File: src/rtl/riscv_ctrl_pkg.sv
// Shared types and encodings for the multicycle RV32I control path.
package riscv_ctrl_pkg;

  typedef enum logic [3:0] {
    FETCH    = 4'd0,
    DECODE   = 4'd1,
    MEMADR   = 4'd2,
    MEMREAD  = 4'd3,
    MEMWB    = 4'd4,
    MEMWRITE = 4'd5,
    EXECUTER = 4'd6,
    EXECUTEI = 4'd7,
    ALUWB    = 4'd8,
    BEQ      = 4'd9,
    JAL      = 4'd10,
    TRAP     = 4'd11
  } statetype_t;

  localparam logic [6:0] OP_LW  = 7'b0000011;
  localparam logic [6:0] OP_SW  = 7'b0100011;
  localparam logic [6:0] OP_R   = 7'b0110011;
  localparam logic [6:0] OP_I   = 7'b0010011;
  localparam logic [6:0] OP_BEQ = 7'b1100011;
  localparam logic [6:0] OP_JAL = 7'b1101111;

  localparam logic [2:0] ALU_ADD = 3'b000;
  localparam logic [2:0] ALU_SUB = 3'b001;
  localparam logic [2:0] ALU_AND = 3'b010;
  localparam logic [2:0] ALU_OR  = 3'b011;
  localparam logic [2:0] ALU_SLT = 3'b101;

  localparam logic [1:0] ALUOP_ADD   = 2'b00;
  localparam logic [1:0] ALUOP_SUB   = 2'b01;
  localparam logic [1:0] ALUOP_FUNCT = 2'b10;

  localparam logic [1:0] RES_ALUOUT    = 2'b00;
  localparam logic [1:0] RES_DATA      = 2'b01;
  localparam logic [1:0] RES_ALURESULT = 2'b10;

  localparam logic [1:0] SRCA_PC    = 2'b00;
  localparam logic [1:0] SRCA_OLDPC = 2'b01;
  localparam logic [1:0] SRCA_RS1   = 2'b10;

  localparam logic [1:0] SRCB_RS2  = 2'b00;
  localparam logic [1:0] SRCB_IMM  = 2'b01;
  localparam logic [1:0] SRCB_FOUR = 2'b10;

endpackage

File: src/rtl/multicycle_controller_alu_decoder.sv
// ALU operation decode from the controller's ALUOp and the instruction fields.
module alu_decoder
  import riscv_ctrl_pkg::*;
(
  input  logic [1:0] alu_op,
  input  logic [2:0] funct3,
  input  logic       funct7b5,
  input  logic       op5,
  output logic [2:0] alu_control
);

  // Map ALUOp/funct fields onto an ALU operation
  always_comb begin
    alu_control = ALU_ADD;
    case (alu_op)
      ALUOP_ADD: alu_control = ALU_ADD;
      ALUOP_SUB: alu_control = ALU_SUB;
      ALUOP_FUNCT: begin
        case (funct3)
          3'b000: begin
            // only R-type with funct7[5] subtracts; addi shares the same bit position
            if (op5 && funct7b5) alu_control = ALU_SUB;
            else                 alu_control = ALU_ADD;
          end
          3'b010:  alu_control = ALU_SLT;
          3'b110:  alu_control = ALU_OR;
          3'b111:  alu_control = ALU_AND;
          default: alu_control = ALU_ADD;
        endcase
      end
      default: alu_control = ALU_ADD;
    endcase
  end

endmodule

File: src/rtl/multicycle_controller.sv
// Multicycle RV32I control FSM with memory handshake, illegal-opcode trap and retire counter.
module multicycle_controller
  import riscv_ctrl_pkg::*;
#(
  parameter int CNT_W = 32
) (
  input  logic             clk,
  input  logic             rst_n,
  input  logic [6:0]       op,
  input  logic [2:0]       funct3,
  input  logic             funct7b5,
  input  logic             zero,
  input  logic             mem_ready,
  output logic             PCWrite,
  output logic             AdrSrc,
  output logic             MemWrite,
  output logic             IRWrite,
  output logic [1:0]       ResultSrc,
  output logic [1:0]       ALUSrcA,
  output logic [1:0]       ALUSrcB,
  output logic             RegWrite,
  output logic [1:0]       ImmSrc,
  output logic [2:0]       ALUControl,
  output logic             illegal,
  output logic [CNT_W-1:0] retired
);

  statetype_t       state_r;
  logic             illegal_r;
  logic [CNT_W-1:0] retired_r;

  logic       branch_s, pc_update_s, ir_write_s, mem_write_s, reg_write_s;
  logic [1:0] alu_op_s;

  // State sequencing, trap flag and retired-instruction count
  always_ff @(posedge clk or negedge rst_n) begin
    if (!rst_n) begin
      state_r   <= FETCH;
      illegal_r <= 1'b0;
      retired_r <= '0;
    end else begin
      if (state_r == TRAP) illegal_r <= 1'b1;
      case (state_r)
        FETCH: if (mem_ready) state_r <= DECODE;
        DECODE: begin
          case (op)
            OP_LW, OP_SW: state_r <= MEMADR;
            OP_R:         state_r <= EXECUTER;
            OP_I:         state_r <= EXECUTEI;
            OP_BEQ:       state_r <= BEQ;
            OP_JAL:       state_r <= JAL;
            default:      state_r <= TRAP;
          endcase
        end
        MEMADR: state_r <= (op == OP_SW) ? MEMWRITE : MEMREAD;
        MEMREAD: if (mem_ready) state_r <= MEMWB;
        MEMWRITE: begin
          if (mem_ready) begin
            state_r   <= FETCH;
            retired_r <= retired_r + {{(CNT_W-1){1'b0}}, 1'b1};
          end
        end
        EXECUTER, EXECUTEI, JAL: state_r <= ALUWB;
        MEMWB, ALUWB, BEQ: begin
          state_r   <= FETCH;
          retired_r <= retired_r + {{(CNT_W-1){1'b0}}, 1'b1};
        end
        TRAP:    state_r <= TRAP;
        default: state_r <= FETCH;
      endcase
    end
  end

  // Moore decode of datapath controls from the current state
  always_comb begin
    AdrSrc      = 1'b0;
    ResultSrc   = RES_ALUOUT;
    ALUSrcA     = SRCA_PC;
    ALUSrcB     = SRCB_RS2;
    alu_op_s    = ALUOP_ADD;
    branch_s    = 1'b0;
    pc_update_s = 1'b0;
    ir_write_s  = 1'b0;
    mem_write_s = 1'b0;
    reg_write_s = 1'b0;
    case (state_r)
      FETCH: begin
        ALUSrcB     = SRCB_FOUR;
        ResultSrc   = RES_ALURESULT;
        ir_write_s  = mem_ready;
        pc_update_s = mem_ready;
      end
      DECODE: begin
        ALUSrcA = SRCA_OLDPC;
        ALUSrcB = SRCB_IMM;
      end
      MEMADR: begin
        ALUSrcA = SRCA_RS1;
        ALUSrcB = SRCB_IMM;
      end
      MEMREAD: AdrSrc = 1'b1;
      MEMWB: begin
        ResultSrc   = RES_DATA;
        reg_write_s = 1'b1;
      end
      MEMWRITE: begin
        AdrSrc      = 1'b1;
        mem_write_s = 1'b1;
      end
      EXECUTER: begin
        ALUSrcA  = SRCA_RS1;
        alu_op_s = ALUOP_FUNCT;
      end
      EXECUTEI: begin
        ALUSrcA  = SRCA_RS1;
        ALUSrcB  = SRCB_IMM;
        alu_op_s = ALUOP_FUNCT;
      end
      ALUWB: reg_write_s = 1'b1;
      BEQ: begin
        ALUSrcA  = SRCA_RS1;
        alu_op_s = ALUOP_SUB;
        branch_s = 1'b1;
      end
      JAL: begin
        ALUSrcA     = SRCA_OLDPC;
        ALUSrcB     = SRCB_FOUR;
        pc_update_s = 1'b1;
      end
      TRAP:    AdrSrc = 1'b0;
      default: AdrSrc = 1'b0;
    endcase
  end

  // Immediate format from opcode
  always_comb begin
    case (op)
      OP_SW:   ImmSrc = 2'b01;
      OP_BEQ:  ImmSrc = 2'b10;
      OP_JAL:  ImmSrc = 2'b11;
      default: ImmSrc = 2'b00;
    endcase
  end

  alu_decoder u_alu_decoder (
    .alu_op      (alu_op_s),
    .funct3      (funct3),
    .funct7b5    (funct7b5),
    .op5         (op[5]),
    .alu_control (ALUControl)
  );

  // enables are gated by rst_n so nothing writes while reset is held
  assign PCWrite  = rst_n & ((branch_s & zero) | pc_update_s);
  assign IRWrite  = rst_n & ir_write_s;
  assign MemWrite = rst_n & mem_write_s;
  assign RegWrite = rst_n & reg_write_s;
  assign illegal  = illegal_r;
  assign retired  = retired_r;

endmodule

File: config.mk
export PLATFORM = sky130hd
export DESIGN_NAME = multicycle_controller
export DESIGN_NICKNAME = d
export VERILOG_FILES = /design/src/rtl/riscv_ctrl_pkg.sv /design/src/rtl/multicycle_controller_alu_decoder.sv /design/src/rtl/multicycle_controller.sv
export SDC_FILE = /design/constraint.sdc
export NUM_CORES = 1
export LEC_CHECK = 0
export ABC_AREA = 1
export CAP_MARGIN = 20
export CORE_MARGIN = 5
export CORE_UTILIZATION = 50
export CTS_CLUSTER_SIZE = 30
export DETAILED_ROUTE_END_ITERATION = 6
export PLACE_DENSITY = 0.8
export SLEW_MARGIN = 20
export SYNTH_ARGS = -nofsm -noshare
export SYNTH_HDL_FRONTEND = slang
export SYNTH_SLANG_ARGS = --single-unit
File: constraint.sdc
create_clock -name clk -period 1.7 [get_ports clk]
set_input_delay 0.34 -clock clk [delete_from_list [all_inputs] [get_ports clk]]
set_output_delay 0.34 -clock clk [all_outputs]
set_load 0.05 [all_outputs]
Yosys cells after proc, flatten, opt, wreduce, memory -nomap -nowiden
Index checks and enable logic that the tools add are counted.
{"block": "word_totals", "regBits": 37, "in_bits": 15, "out_inout_bits": 49, "elab_cells": 73}
{"block": "op_classes", "add_sub_neg": 1, "n_eq_ne": 25, "n_mux": 22, "bitwise": 6, "n_reduce_logical": 16}
{"op": "$pmux 32 s2", "count": 1}
{"op": "$add 32x1->32 const B", "count": 1}
{"op": "$mux 32", "count": 1}
{"op": "$pmux 4 s7", "count": 1}
{"op": "$pmux 4 s5", "count": 1}
{"op": "$eq 4x3->1 const B", "count": 4}
{"op": "$eq 4x4->1 const B", "count": 4}
{"op": "$pmux 2 s2", "count": 4}
{"op": "$eq 7x6->1 const B", "count": 2}
{"op": "$eq 7x7->1 const B", "count": 2}
{"op": "$mux 4", "count": 3}
{"op": "$pmux 3 s4", "count": 1}
{"op": "$reduce_or 2->1", "count": 6}
{"op": "$reduce_or 3->1", "count": 3}
{"op": "$eq 4x2->1 const B", "count": 2}
{"op": "$eq 7x2->1 const B", "count": 1}
{"op": "$eq 7x5->1 const B", "count": 1}
{"op": "$eq 3x3->1 const B", "count": 2}
{"op": "$mux 1", "count": 6}
{"op": "$ne 2x2->1 const B", "count": 3}
{"op": "$pmux 2 s3", "count": 1}
{"op": "$pmux 3 s2", "count": 1}
{"op": "$and 1x1->1", "count": 5}
{"op": "$eq 4x1->1 const B", "count": 1}
{"op": "other kinds (13)", "count": 13}

Depth between registers and ports, before layout
Gate-level depths: netlist of the first run.
{"block": "logic_depth", "depth_word": 5, "mapped_depth": 10, "depth_no_buf": 10}

Cells and area by module
A second synthesis of the first run with hierarchy kept.
{"block": "unflattened", "hier_cells": 381, "hier_area_um2": 2497.4}
{"mod": "multicycle_controller", "n_inst": 1, "cells_per_inst": 364, "area_each_um2": 2406.1, "seq_area_each_um2": 925.9}
{"mod": "alu_decoder", "n_inst": 1, "cells_per_inst": 17, "area_each_um2": 91.3, "seq_area_each_um2": 0.0}

Least setup slack after synthesis of the first run
OpenSTA, ideal clock, no wires.
{"block": "synth_timing", "path_type": "flip-flop to output port", "start": "register state_r[1]", "end": "output port ALUControl[1]", "t_arrival_ps": 2620, "required_time_ps": 1360, "path_slack_ps": -1260, "stages_incl_launch_ff": 6, "cell_sequence": "dfrtp_1 inv_1 nor2_1 inv_1 ha_1 nor4_1"}
{"block": "synth_via", "elab_chain_len": 5, "word_cells_on_any_way": 8}
{"element": "start, declared", "line_no": "multicycle_controller.sv:28", "text": "statetype_t state_r;"}
{"element": "start signal, assigned", "line_no": "multicycle_controller.sv:55", "text": "MEMADR: state_r <= (op == OP_SW) ? MEMWRITE : MEMREAD;"}
{"element": "$eq 4x3->1", "line_no": "multicycle_controller.sv:86", "text": "case (state_r)"}
{"element": "$reduce_or 2->1 (no line)"}
{"element": "$pmux 2 s2 (*)", "line_no": "multicycle_controller.sv:86"}
{"element": "$eq 2x2->1 / $eq 2x1->1 (equally long branches)", "line_no": "multicycle_controller_alu_decoder.sv:15", "text": "case (alu_op)"}
{"element": "$pmux 3 s2 (*)", "line_no": "multicycle_controller_alu_decoder.sv:15"}
{"element": "end, declared", "line_no": "multicycle_controller.sv:23", "text": "output logic [2:0] ALUControl,"}
Mark *: on every way between the ends. The rest lies on a longest branch, timed or not.

Worst setup path in the final report of the first run
{"block": "layout_timing", "start": "register state_r[2]", "end": "output port ALUControl[0]"}
The elaborated chain is that of the path after synthesis.

==> summary.txt, run 1 <==
Status
  – Status: complete, but fails checks
  – Failing checks: negative setup slack

Synthesis
  – Seq/Total Area, Yosys: about 36%
  – Post-Syn Instances: around 380
  – Distinct cells, synth: 29
  – Synthesized area: 2539 um^2
  – Post-synthesis register bit count: 37
  – Syn Nets: 393
  – Synth Area per Inst: ~6.8 um^2
  – Area contributors post-synth: dfrtp_1 (36%), nand2_1 (19%), nor2_1 (8.1%), inv_1 (6.2%), nand3_1 (4.5%)
  – Post-synth top area share: between 30% and 40%
  – Yosys top cell by area: dfrtp_1
  – YS warnings: 0

Floorplanning
  – Die Area: between 6000 and 7000 um^2
  – Die outline width: 81.26 um
  – Die Ht: approximately 81 um
  – Row count: 26
  – Placeable Area: roughly 5000 um^2
  – Initial Util: approximately half
  – I/O Pins: between 60 and 70

Setup path
  – Required @ worst endpoint: roughly 1400 ps
  – Most used cell along the critical path: inv_2
  – CP peak stage delay: 450 ps
  – Family with the most delay on the worst path: flip-flops
  – Slowest CP cell: dfrtp_1
  – Critical path class: flop to output pin
  – Setup crit end kind: output pin
  – Critical Path Source Type: flop
  – Worst Path Buf+Inv: 4
  – Crit path cell chain: inv_2 -> nand2_2 -> inv_2 -> nand2_4 -> ha_4 -> inv_4 -> nor3_2 -> nor2_2 -> a21oi_2 -> buf_12
  – Crit-path max FO: 3
  – Worst EP arrival: between 1500 and 2000 ps

Detailed routing
  – DR vias: 3269
  – Final ANT Viol Nets: 0
  – Vias/cell: between 5 and 6
  – Drt pass-1 iters: 6
  – Post-Route WL: between 9 and 10 mm
  – Remaining DRCs: 0
  – DR WL/cell: roughly 17 um
  – Initial drt markers: approximately 420

GRT
  – Global-route wire length before repair: between 10 and 15 mm
  – Largest net degree at the start of global routing: 38
  – Vias in the first global route: between 3000 and 4000
  – All-Layer GR Usage: roughly 28%
  – Initial antenna violation count: 0
  – GRT Residual Overflow: 0

Timing
  – Final setup vio count: 22
  – Least-Margin Pin Slew: just under 500 ps
  – Final max-slew violation count: 0
  – RSZ-0062 raised after global routing: yes
  – Setup TNS: -3606 ps
  – Fin. Hold Viols: 0
  – Fin worst setup slack: -413.5 ps
  – Slew margin rel.: approximately two thirds
  – Fmax: roughly 0.47 GHz
  – Fin crit period: about 2100 ps
  – Fin crit share: 124.3%
  – Max Clock Skew: 13.57 ps

Power
  – P_int: between 3000 and 4000 uW
  – Power share of the clock group: 11.4%
  – P_leak: 0.001946 uW
  – Net Sw Frac: about half
  – Sequential share of power: approximately 21%
  – Net switching power figure: roughly 2900 uW
  – Combinational share of power: roughly 70%
  – Power density over the cells: ~1400 nW/um^2
  – Worst vdd ir: 0.0009994 V

Place
  – Port buffer count: 63
  – GPL Wtd Cong: 0.8989
  – Placed cells: between 500 and 600
  – Hpwl dp: 6.274 mm

Cells and area
  – Most frequent cells in the layout: nand2_1 (118), buf_4 (80), nor2_1 (43)
  – Most common cell after layout, fill and taps aside: nand2_1
  – Antenna cells: 0
  – Layout cells sized above 1: between 40% and 50%
  – Fill cell count: 260
  – Synth-to-layout area growth: 70.63%
  – Cell Count, Final, Fillers Out: 579
  – Final #Nets: approximately 530

Clocking
  – Max Buffers Root-to-Sink: 2
  – Clock tree sinks: 37
  – Hold buffer count at CTS: 0
  – Skew-Pair Late Insertion Delay: about 300 ps
  – Clk root buf: clkbuf_8
  – Clock-pin transition on the worst setup and hold timing paths: 80 ps
  – TritonCTS clock tree: yes
  – H-tree Lvls: 2
  – TritonCTS Buffers: 5

Flow run
  – Max Cap Violations: 0

Worst hold path
  – Worst min path class: input pin to asynchronous set/reset pin
-- cells in the mapped netlist (all sizes together) --
library cell / instances
o21ai: 11
nor2: 67
or2: 2
nor4: 3
dfrtp: 37
nand4: 9
a31oi: 1
inv: 44
xor2: 3
a21oi: 3
nand3b: 5
o211ai: 2
o22ai: 1
ha: 3
nand2: 138
nand3: 24
buf: 3
xnor2: 13
nor3: 6
-- registers in the layout (all words and copies together), names as in the netlist --
name / cells
illegal: 1
retired: 32
state_r: 4
-- routing by layer --
layer | part of all wire, % | global-route usage, %
met1 | 37 | 32.02
met2 | 51 | 50.74
met3 | 7.3 | 5.211
met4 | 5.0 | 14.02
met5 | 0 | 0
-- cells by family after synthesis --
| group | share of synthesized area [%] |
|---|---|
| xor+xnor | 5.520 |
| flops | 36.47 |
| buf+inv | 7.442 |
| fa+ha+maj | 1.479 |
| simple gates | 45.24 |
| compound gates | 3.844 |
-- power by group through the flow --
stage               Sequential [uW]  Combinational, uW  Clock [uW]
floorplan                      1510               1440           0
global placement               1190               3160           0
detailed placement             1200               3200           0
CTS                            1190               3440         660
global route                   1230               4210         712
finish                         1210               4040         675
-- repair_timing --
item,CTS,global route
gates cloned,1,1
buffers inserted,13,10
pin swaps,12,11
setup endpoints to repair,17,46
gates resized for setup,33,44
-- worst reg2reg max path, cell delays in order, from the launching register on --
cell and delay, ps:
dfrtp_2 470, nor2_4 200, buf_6 120, buf_6 90, nand2_4 70, nor2_4 200
nor2_8 100, buf_12 140, buf_4 140, nand2_1 60, nand2_1 50
-- layout make-up --
type                    count  area [um^2]  share of cell area [%]
clock buffers               6        82.58                   1.906
clock inverters             2        13.76                  0.3177
inverters                  44        173.9                   4.015
multi-input cells         292         1705                   39.37
flip-flops and latches     37        930.9                   21.49
well taps                  70        87.58                   2.022
repair buffers            128         1338                   30.88
-- metrics by stage --
| stage | area, um^2 | util [%] | total power (uW) | worst slack [ps] | hold WS [ps] |
|---|---|---|---|---|---|
| detailed placement | 3835 | 76.55 | 4398 | -146.7 | 435.6 |
| finish | 4332 | 86.46 | 5921 | -413.5 | 103.5 |
| global placement | 3835 | 76.55 | 4351 | -105.7 | 425.4 |
| CTS | 4120 | 82.24 | 5288 | -322.7 | 120.5 |
| floorplan | 2620 | - | 2945 | -266.8 | 44.41 |
| global route | 4332 | 86.46 | 6151 | -516.4 | 146.7 |
-- path summary, 6_finish.rpt --
check,startpoint,end,slack [ps],cells after the start
max,state_r[2]$_DFFE_PN0P_,ALUControl[0],-410,10
min,rst_n,retired[24]$_DFFE_PN0P_,100,2
max reg2reg,state_r[1]$_DFFE_PN0P_,retired[5]$_DFFE_PN0P_,-50,10
min reg2reg,illegal$_DFFE_PN0N_,illegal$_DFFE_PN0N_,520,1
max in group asynchronous,rst_n,retired[0]$_DFFE_PN0P_,1230,2
min in group clk,illegal$_DFFE_PN0N_,illegal$_DFFE_PN0N_,520,1
No activity file was read; power rests on OpenSTA's default activity.
==> run 2: changes to the inputs <==
--- a/config.mk
+++ b/config.mk
@@ -8,10 +8,12 @@
 export ABC_AREA = 1
 export CAP_MARGIN = 20
 export CORE_MARGIN = 5
-export CORE_UTILIZATION = 50
+export CORE_UTILIZATION = 51
+export CTS_BUF_LIST = sky130_fd_sc_hd__clkbuf_4
+export CTS_CLUSTER_DIAMETER = 40
 export CTS_CLUSTER_SIZE = 30
 export DETAILED_ROUTE_END_ITERATION = 6
-export PLACE_DENSITY = 0.8
+export PLACE_DENSITY = 0.9
 export SLEW_MARGIN = 20
 export SYNTH_ARGS = -nofsm -noshare
 export SYNTH_HDL_FRONTEND = slang
==> run 2 against run 1 <==
Against the previous run: the run now fails in global routing; area after synthesis unchanged; synthesized cell count unchanged.
==> summary.txt, run 2 <==
Synthesis
  – Seq/Total Area, Yosys: 36.47%
  – Post-synth ARST share: between 90% and 100%
  – Post-synthesis register bit count: 37
  – Ys flop type: dfrtp_1
  – Number of synthesized flops with an enable pin: 0
  – Yosys top cell by area: dfrtp_1
  – Distinct cells, synth: 29
  – Post-synth top area share: about 36%
  – Top cells by count, synth: nand2_1 (130), nor2_1 (55), inv_1 (42), dfrtp_1 (37), nand3_1 (23)
  – YS warnings: 0
  – Synth Area per Inst: 6.770 um^2
  – Post-Syn Instances: between 300 and 400
  – Area contributors post-synth: dfrtp_1 (36%), nand2_1 (19%), nor2_1 (8.1%), inv_1 (6.2%), nand3_1 (4.5%)
  – Syn Nets: 393
  – Synthesized area: between 2000 and 3000 um^2
  – Count leader, synth: nand2_1

Floorplanning
  – Initial Util: 53.05%
  – Die Ht: between 80 and 90 um
  – Row count: 25
  – Die outline width: approximately 80 um
  – I/O Pins: 64

GRT
  – All-Layer GR Usage: roughly 64%
  – GRT Residual Overflow: 16
  – Largest net degree at the start of global routing: 38

Clocking
  – Hold buffer count at CTS: 0
  – H-tree Lvls: 2
  – Max Buffers Root-to-Sink: 2
  – Clk root buf: clkbuf_4
  – TritonCTS Buffers: 5
  – Clock tree sinks: 37

Place
  – Port buffer count: 63
  – Place WS: -183.5 ps
  – Hpwl dp: around 6.3 mm
  – Placed cells: 538
  – GPL Wtd Cong: between 0.9 and 1

Status
  – Tool error: [ERROR GRT-0232] Routing congestion too high. Check the congestion heatmap in the GUI.
  – Fail Step: global routing
  – Status: stopped before the end

Timing
  – Worst EP kind: output port
  – Post-GRT worst EP: ALUSrcB[0]
## run 2: cell counts after synthesis
No cell type changed its count.
## run 2: cells by family after synthesis
kind of cell,after synthesis,share of synthesized area (%)
AO/OA/AOI/OAI,18,3.844
XOR/XNOR,16,5.520
adder cells (fa/ha/maj),3,1.479
buffers and inverters,47,7.442
flip-flops,37,36.47
AND/OR/NAND/NOR,254,45.24
## run 2: routing by layer
metal	global-route usage, %	GRT overflow
met5	11.82	0
met1	64.89	0
met4	62.84	5
met2	82.86	11
met3	45.74	0
## run 2: metrics by stage
step	hold WS [ps]	TNS, ps	instance area (um^2)
after CTS	39.01	-4210	4234
after detailed placement	428.2	-1545	3791
after global placement	423.9	-710.7	3791
after floorplan	44.41	-700.3	2620
## run 2: timing repair
item / in CTS
endpoints found under the setup margin: 17
pin swaps: 20
resized for setup: 71
hold endpoints to repair: 0
buffers inserted: 22
==> run 3: changes to the inputs <==
--- a/config.mk
+++ b/config.mk
@@ -8,12 +8,9 @@
 export ABC_AREA = 1
 export CAP_MARGIN = 20
 export CORE_MARGIN = 5
-export CORE_UTILIZATION = 51
-export CTS_BUF_LIST = sky130_fd_sc_hd__clkbuf_4
-export CTS_CLUSTER_DIAMETER = 40
-export CTS_CLUSTER_SIZE = 30
+export CORE_UTILIZATION = 40
 export DETAILED_ROUTE_END_ITERATION = 6
-export PLACE_DENSITY = 0.9
+export PLACE_DENSITY_LB_ADDON = 0.15
 export SLEW_MARGIN = 20
 export SYNTH_ARGS = -nofsm -noshare
 export SYNTH_HDL_FRONTEND = slang
==> run 3 against run 2 <==
Against the previous run: the flow now finishes, with violations (negative setup slack).
==> summary.txt, run 3 (same netlist as run 1, synthesis figures left out) <==
Timing
  – Fmax: 0.4811 GHz
  – Least-Margin Pin Slew: just over 500 ps
  – Fin crit share: 122.3%
  – Final hold slack: 106.6 ps
  – Setup TNS: -4457 ps
  – Final setup vio count: 23
  – RSZ-0062 raised after global routing: yes
  – Slew margin rel.: around two thirds
  – Fin worst setup slack: -378.5 ps
  – Fin crit period: just over 2000 ps
  – Max Clock Skew: 4.778 ps
  – Fin. Hold Viols: 0
  – Final max-slew violation count: 0

Floorplanning
  – Die Area: 8040 um^2
  – Placeable Area: roughly 6300 um^2
  – Initial Util: 40.44%
  – Row count: 29
  – Die Ht: roughly 90 um
  – I/O Pins: 64
  – Die outline width: between 80 and 90 um

GRT
  – Global-route wire length before repair: around 13 mm
  – All-Layer GR Usage: between 20% and 30%
  – GRT Residual Overflow: 0
  – Initial antenna violation count: 0
  – Largest net degree at the start of global routing: 38
  – Vias in the first global route: slightly below 3000

Place
  – Hpwl dp: around 6.1 mm
  – Port buffer count: 63
  – GPL Wtd Cong: between 0.9 and 1
  – Area post-placement: 3959 um^2

Clocking
  – Skew-Pair Late Insertion Delay: roughly 300 ps
  – Clk root buf: clkbuf_8
  – TritonCTS Buffers: 5
  – H-tree Lvls: 2
  – Clock tree sinks: 37
  – TritonCTS clock tree: yes
  – Clock-pin transition on the worst setup and hold timing paths: approximately 80 ps
  – Max Buffers Root-to-Sink: 2

Detailed routing
  – Drt pass-1 iters: 4
  – DR vias: approximately 2900
  – Vias/cell: approximately 4.9
  – Initial drt markers: 109
  – Remaining DRCs: 0
  – DR WL/cell: 14.02 um
  – Final ANT Viol Nets: 0
  – Post-Route WL: approximately 8.3 mm

Cells and area
  – Most frequent cells in the layout: nand2_1 (117), buf_4 (79), nor2_1 (46)
  – Post-route cell area: 4436 um^2
  – Fill cell count: roughly 510
  – Fin util: 70.66%
  – Layout cells sized above 1: about two fifths
  – Most common cell after layout, fill and taps aside: nand2_1
  – Synth-to-layout area growth: 74.72%
  – Final #Nets: 529
  – Max reg flops: 32
  – Antenna cells: 0

Setup path
  – Slowest CP cell: dfrtp_1
  – Worst EP arrival: around 1700 ps
  – Required @ worst endpoint: between 1000 and 1500 ps
  – Critical path class: flop to output pin
  – R2R cell count: 10
  – Setup crit end kind: output pin
  – Critical Path Source Type: flop
  – Crit path cell chain: inv_1 -> nand2_2 -> nor2_4 -> inv_2 -> ha_4 -> nor4_4 -> buf_12
  – CP peak stage delay: between 400 and 500 ps
  – Crit-path max FO: 3

Power
  – P_leak: a little under 0.002 uW
  – Worst vdd ir: around 0.0008 V
  – Power density over the cells: 1381 nW/um^2
  – Post-layout power: approximately 6100 uW

Status
  – Failing checks: negative setup slack
  – Status: complete, but fails checks

Flow run
  – Max Cap Violations: 0

Worst hold path
  – Worst min path class: input pin to asynchronous set/reset pin
-- run 3: timing repair --
| action | CTS | global route |
|---|---|---|
| pin swaps | 15 | 7 |
| setup endpoints to repair | 16 | 29 |
| hold buffers | 0 | 0 |
| setup buffers | 12 | 8 |
| resized for setup | 49 | 20 |
-- run 3: final timing paths --
kind	from	end	slack, ps
max	state_r[3]$_DFFE_PN0P_	ALUControl[1]	-380
min	rst_n	retired[18]$_DFFE_PN0P_	110
max reg2reg	state_r[3]$_DFFE_PN0P_	retired[28]$_DFFE_PN0P_	-130
min reg2reg	illegal$_DFFE_PN0N_	illegal$_DFFE_PN0N_	490
max in group asynchronous	rst_n	retired[0]$_DFFE_PN0P_	1210
min in group clk	illegal$_DFFE_PN0N_	illegal$_DFFE_PN0N_	490
-- run 3: per-stage QoR --
stage,worst slack [ps],std cells
final,-378.5,589
after global routing,-452.1,589
after CTS,-335.3,582
after detailed placement,-136.6,562
after global placement,-109.9,562
after floorplan,-266.8,375
-- run 3: per-layer routing --
metal	part of all wire (%)	vias up	GRT usage (%)
met1	42	1352	25.97
met5	0	-	0
met4	2.9	0	9.066
li1	-	1445	-
met2	51	80	37.70
met3	4.7	21	3.558
-- run 3: where the power goes --
part / total (uW) / switching (uW) / internal [uW]
registers: 1200 / 166 / 1030
logic: 3980 / 2180 / 1800
clock network: 950 / 359 / 591
total: 6120 / 2710 / 3420
-- run 3: area by class of cell --
type / instances / area [um^2] / share of cell area [%]
inverter: 44 / 173.9 / 3.921
timing repair buffer: 132 / 1430 / 32.24
clock buffer: 5 / 68.82 / 1.551
sequential: 37 / 932.1 / 21.02
tap: 77 / 96.34 / 2.172
clock inverter: 3 / 68.82 / 1.551
multi-input combinational: 291 / 1665 / 37.55
-- run 3: critical path, delay by kind of cell, from the launching register on --
| family | cells | cell delay, ps |
|---|---|---|
| buffers and inverters | 3 | 350 |
| adders and majority gates | 1 | 230 |
| and+or+nand+nor | 3 | 460 |
| DFF | 1 | 420 |
==> run 4: changes to the inputs <==
--- a/config.mk
+++ b/config.mk
@@ -7,7 +7,6 @@
 export LEC_CHECK = 0
 export ABC_AREA = 1
 export CAP_MARGIN = 20
-export CORE_MARGIN = 5
 export CORE_UTILIZATION = 40
 export DETAILED_ROUTE_END_ITERATION = 6
 export PLACE_DENSITY_LB_ADDON = 0.15
==> run 4 against run 3 <==
Against the previous run: the run still ends with negative setup slack left; global-route usage is 2.8 points higher; non-clock buffer count is 5 lower; clock power is 27% lower; critical endpoint unchanged; largest power group unchanged.
==> summary.txt, run 4 (same netlist as run 1, synthesis figures left out) <==
Clocking
  – Clock-pin transition on the worst setup and hold timing paths: roughly 80 ps
  – Max Buffers Root-to-Sink: 2
  – Hold buffer count at CTS: 0
  – TritonCTS clock tree: yes
  – Skew-Pair Late Insertion Delay: between 200 and 300 ps
  – Clk root buf: clkbuf_8
  – H-tree Lvls: 2
  – TritonCTS Buffers: 5
  – Clock tree sinks: 37

Floorplanning
  – Placeable Area: about 6000 um^2
  – Initial Util: roughly 42%
  – I/O Pins: 64
  – Die Area: ~6700 um^2
  – Row count: 28
  – Die Ht: between 80 and 90 um
  – Die outline width: approximately 82 um

Flow run
  – Max Cap Violations: 0

Cells and area
  – Most frequent cells in the layout: nand2_1 (116), buf_4 (77), nor2_1 (45)
  – Synth-to-layout area growth: 70.18%
  – Most common cell after layout, fill and taps aside: nand2_1
  – Layout cells sized above 1: roughly 39%
  – Final #Nets: between 500 and 600
  – Antenna cells: 0
  – Fin util: between 70% and 80%
  – Max reg flops: 32

Timing
  – Final setup vio count: 26
  – Fmax: slightly below 0.5 GHz
  – Fin crit share: 119.9%
  – Final hold slack: ~100 ps
  – RSZ-0062 raised after global routing: yes
  – Fin. Hold Viols: 0
  – Final max-slew violation count: 0
  – Fin worst setup slack: -338.6 ps
  – Max Clock Skew: around 11 ps
  – Least-Margin Pin Slew: ~480 ps
  – Slew margin rel.: between 60 and 70%
  – Fin crit period: about 2000 ps

Setup path
  – Worst Path Buf+Inv: 4
  – Required @ worst endpoint: 1360 ps
  – Worst EP arrival: approximately 1700 ps
  – Crit path cell chain: inv_1 -> nand2_2 -> nor2_4 -> ha_4 -> inv_4 -> buf_6 -> nor4_4 -> buf_12
  – Setup crit end kind: output pin
  – Critical Path Source Type: flop
  – Family with the most delay on the worst path: flip-flops
  – Critical path class: flop to output pin
  – CP peak stage delay: 420 ps
  – Crit-path max FO: 4
  – Slowest CP cell: dfrtp_1

Power
  – Sequential share of power: about a fifth
  – P_leak: 0.001935 uW
  – Power share of the clock group: roughly an eighth
  – Combinational share of power: 66.4%
  – P_int: between 3000 and 4000 uW
  – Net switching power figure: approximately 2600 uW
  – Power density over the cells: around 1300 nW/um^2
  – Net Sw Frac: about 46%
  – Worst vdd ir: 0.0009509 V

GRT
  – Initial antenna violation count: 0
  – Largest net degree at the start of global routing: 38
  – Global-route wire length before repair: 12.52 mm
  – Vias in the first global route: around 2700
  – All-Layer GR Usage: 24.33%
  – GRT Residual Overflow: 0

Worst hold path
  – Worst min path class: input pin to asynchronous set/reset pin

Detailed routing
  – Vias/cell: 4.962
  – DR vias: slightly below 3000
  – Initial drt markers: 201
  – DR WL/cell: between 10 and 15 um
  – Final ANT Viol Nets: 0
  – Post-Route WL: slightly below 8 mm
  – Remaining DRCs: 0
  – Drt pass-1 iters: 4

Place
  – GPL Wtd Cong: between 0.8 and 0.9
  – Port buffer count: 63
  – Hpwl dp: around 5.6 mm
  – Place WS: -141.3 ps

Status
  – Failing checks: negative setup slack
  – Status: complete, but fails checks
## run 4: area by class of cell
cell class                 count  area (um^2)
fill                         467         1705
timing repair buffer         127         1368
clock inverter                 1        5.005
clock buffer                   7        96.34
tap                           75        93.84
inverter                      44        173.9
sequential                    37        929.6
multi-input combinational    291         1654
## run 4: path summary, 6_finish.rpt
check	from	to	slack, ps	depth (start not counted)
worst max-delay path	state_r[3]$_DFFE_PN0P_	ALUControl[1]	-340	8
worst max register to register	state_r[2]$_DFFE_PN0P_	retired[5]$_DFFE_PN0P_	-90	11
min in group clk	illegal$_DFFE_PN0N_	illegal$_DFFE_PN0N_	480	1
worst min register to register	illegal$_DFFE_PN0N_	illegal$_DFFE_PN0N_	480	1
worst min-delay path	rst_n	retired[19]$_DFFE_PN0P_	100	2
max in group asynchronous	rst_n	state_r[1]$_DFFE_PN0P_	1210	2
## run 4: per-layer routing
| metal | vias to the layer above | global-route usage [%] | wire [um] |
|---|---|---|---|
| li1 | 1442 | - | - |
| met1 | 1366 | 31.39 | 3426 |
| met2 | 70 | 43.08 | 3840 |
| met3 | 10 | 4.000 | 342 |
| met4 | 0 | 4.035 | 77 |
| met5 | - | 0 | 0 |
## run 4: metrics by stage
stage          instance area, um^2  power [uW]  TNS (ps)  std cells
3_3_place_gp                  3866        4343     -1558        553
6_report                      4320        5639     -3086        582
3_5_place_dp                  3866        4374     -1821        553
5_1_grt                       4320        5918     -5937        582
4_1_cts                       4187        5291     -2649        577
2_1_floorplan                 2620        2945    -700.3        375
## run 4: power groups by stage
stage / combinational (uW) / clock (uW) / sequential (uW)
6_report: 3750 / 690 / 1200
5_1_grt: 3950 / 735 / 1230
4_1_cts: 3400 / 696 / 1200
3_5_place_dp: 3170 / 0 / 1210
3_3_place_gp: 3140 / 0 / 1200
2_1_floorplan: 1440 / 0 / 1510
## run 4: worst reg2reg max path, stage by stage (launching register included)
cell     delay, ps
dfrtp_1        410
inv_2           60
buf_4          130
nor2_1         230
nand2_2        160
nor2_4         160
nor2_8          60
buf_6          130
buf_12         120
buf_4          130
nand2_1         50
nand2_1         50
## run 4: timing repair
| action | 4_1_cts | 5_1_grt |
|---|---|---|
| resized for setup | 39 | 27 |
| endpoints found under the hold margin | 0 | 0 |
| setup buffers | 18 | 5 |
| pin swaps | 19 | 7 |
| endpoints found under the setup margin | 16 | 37 |
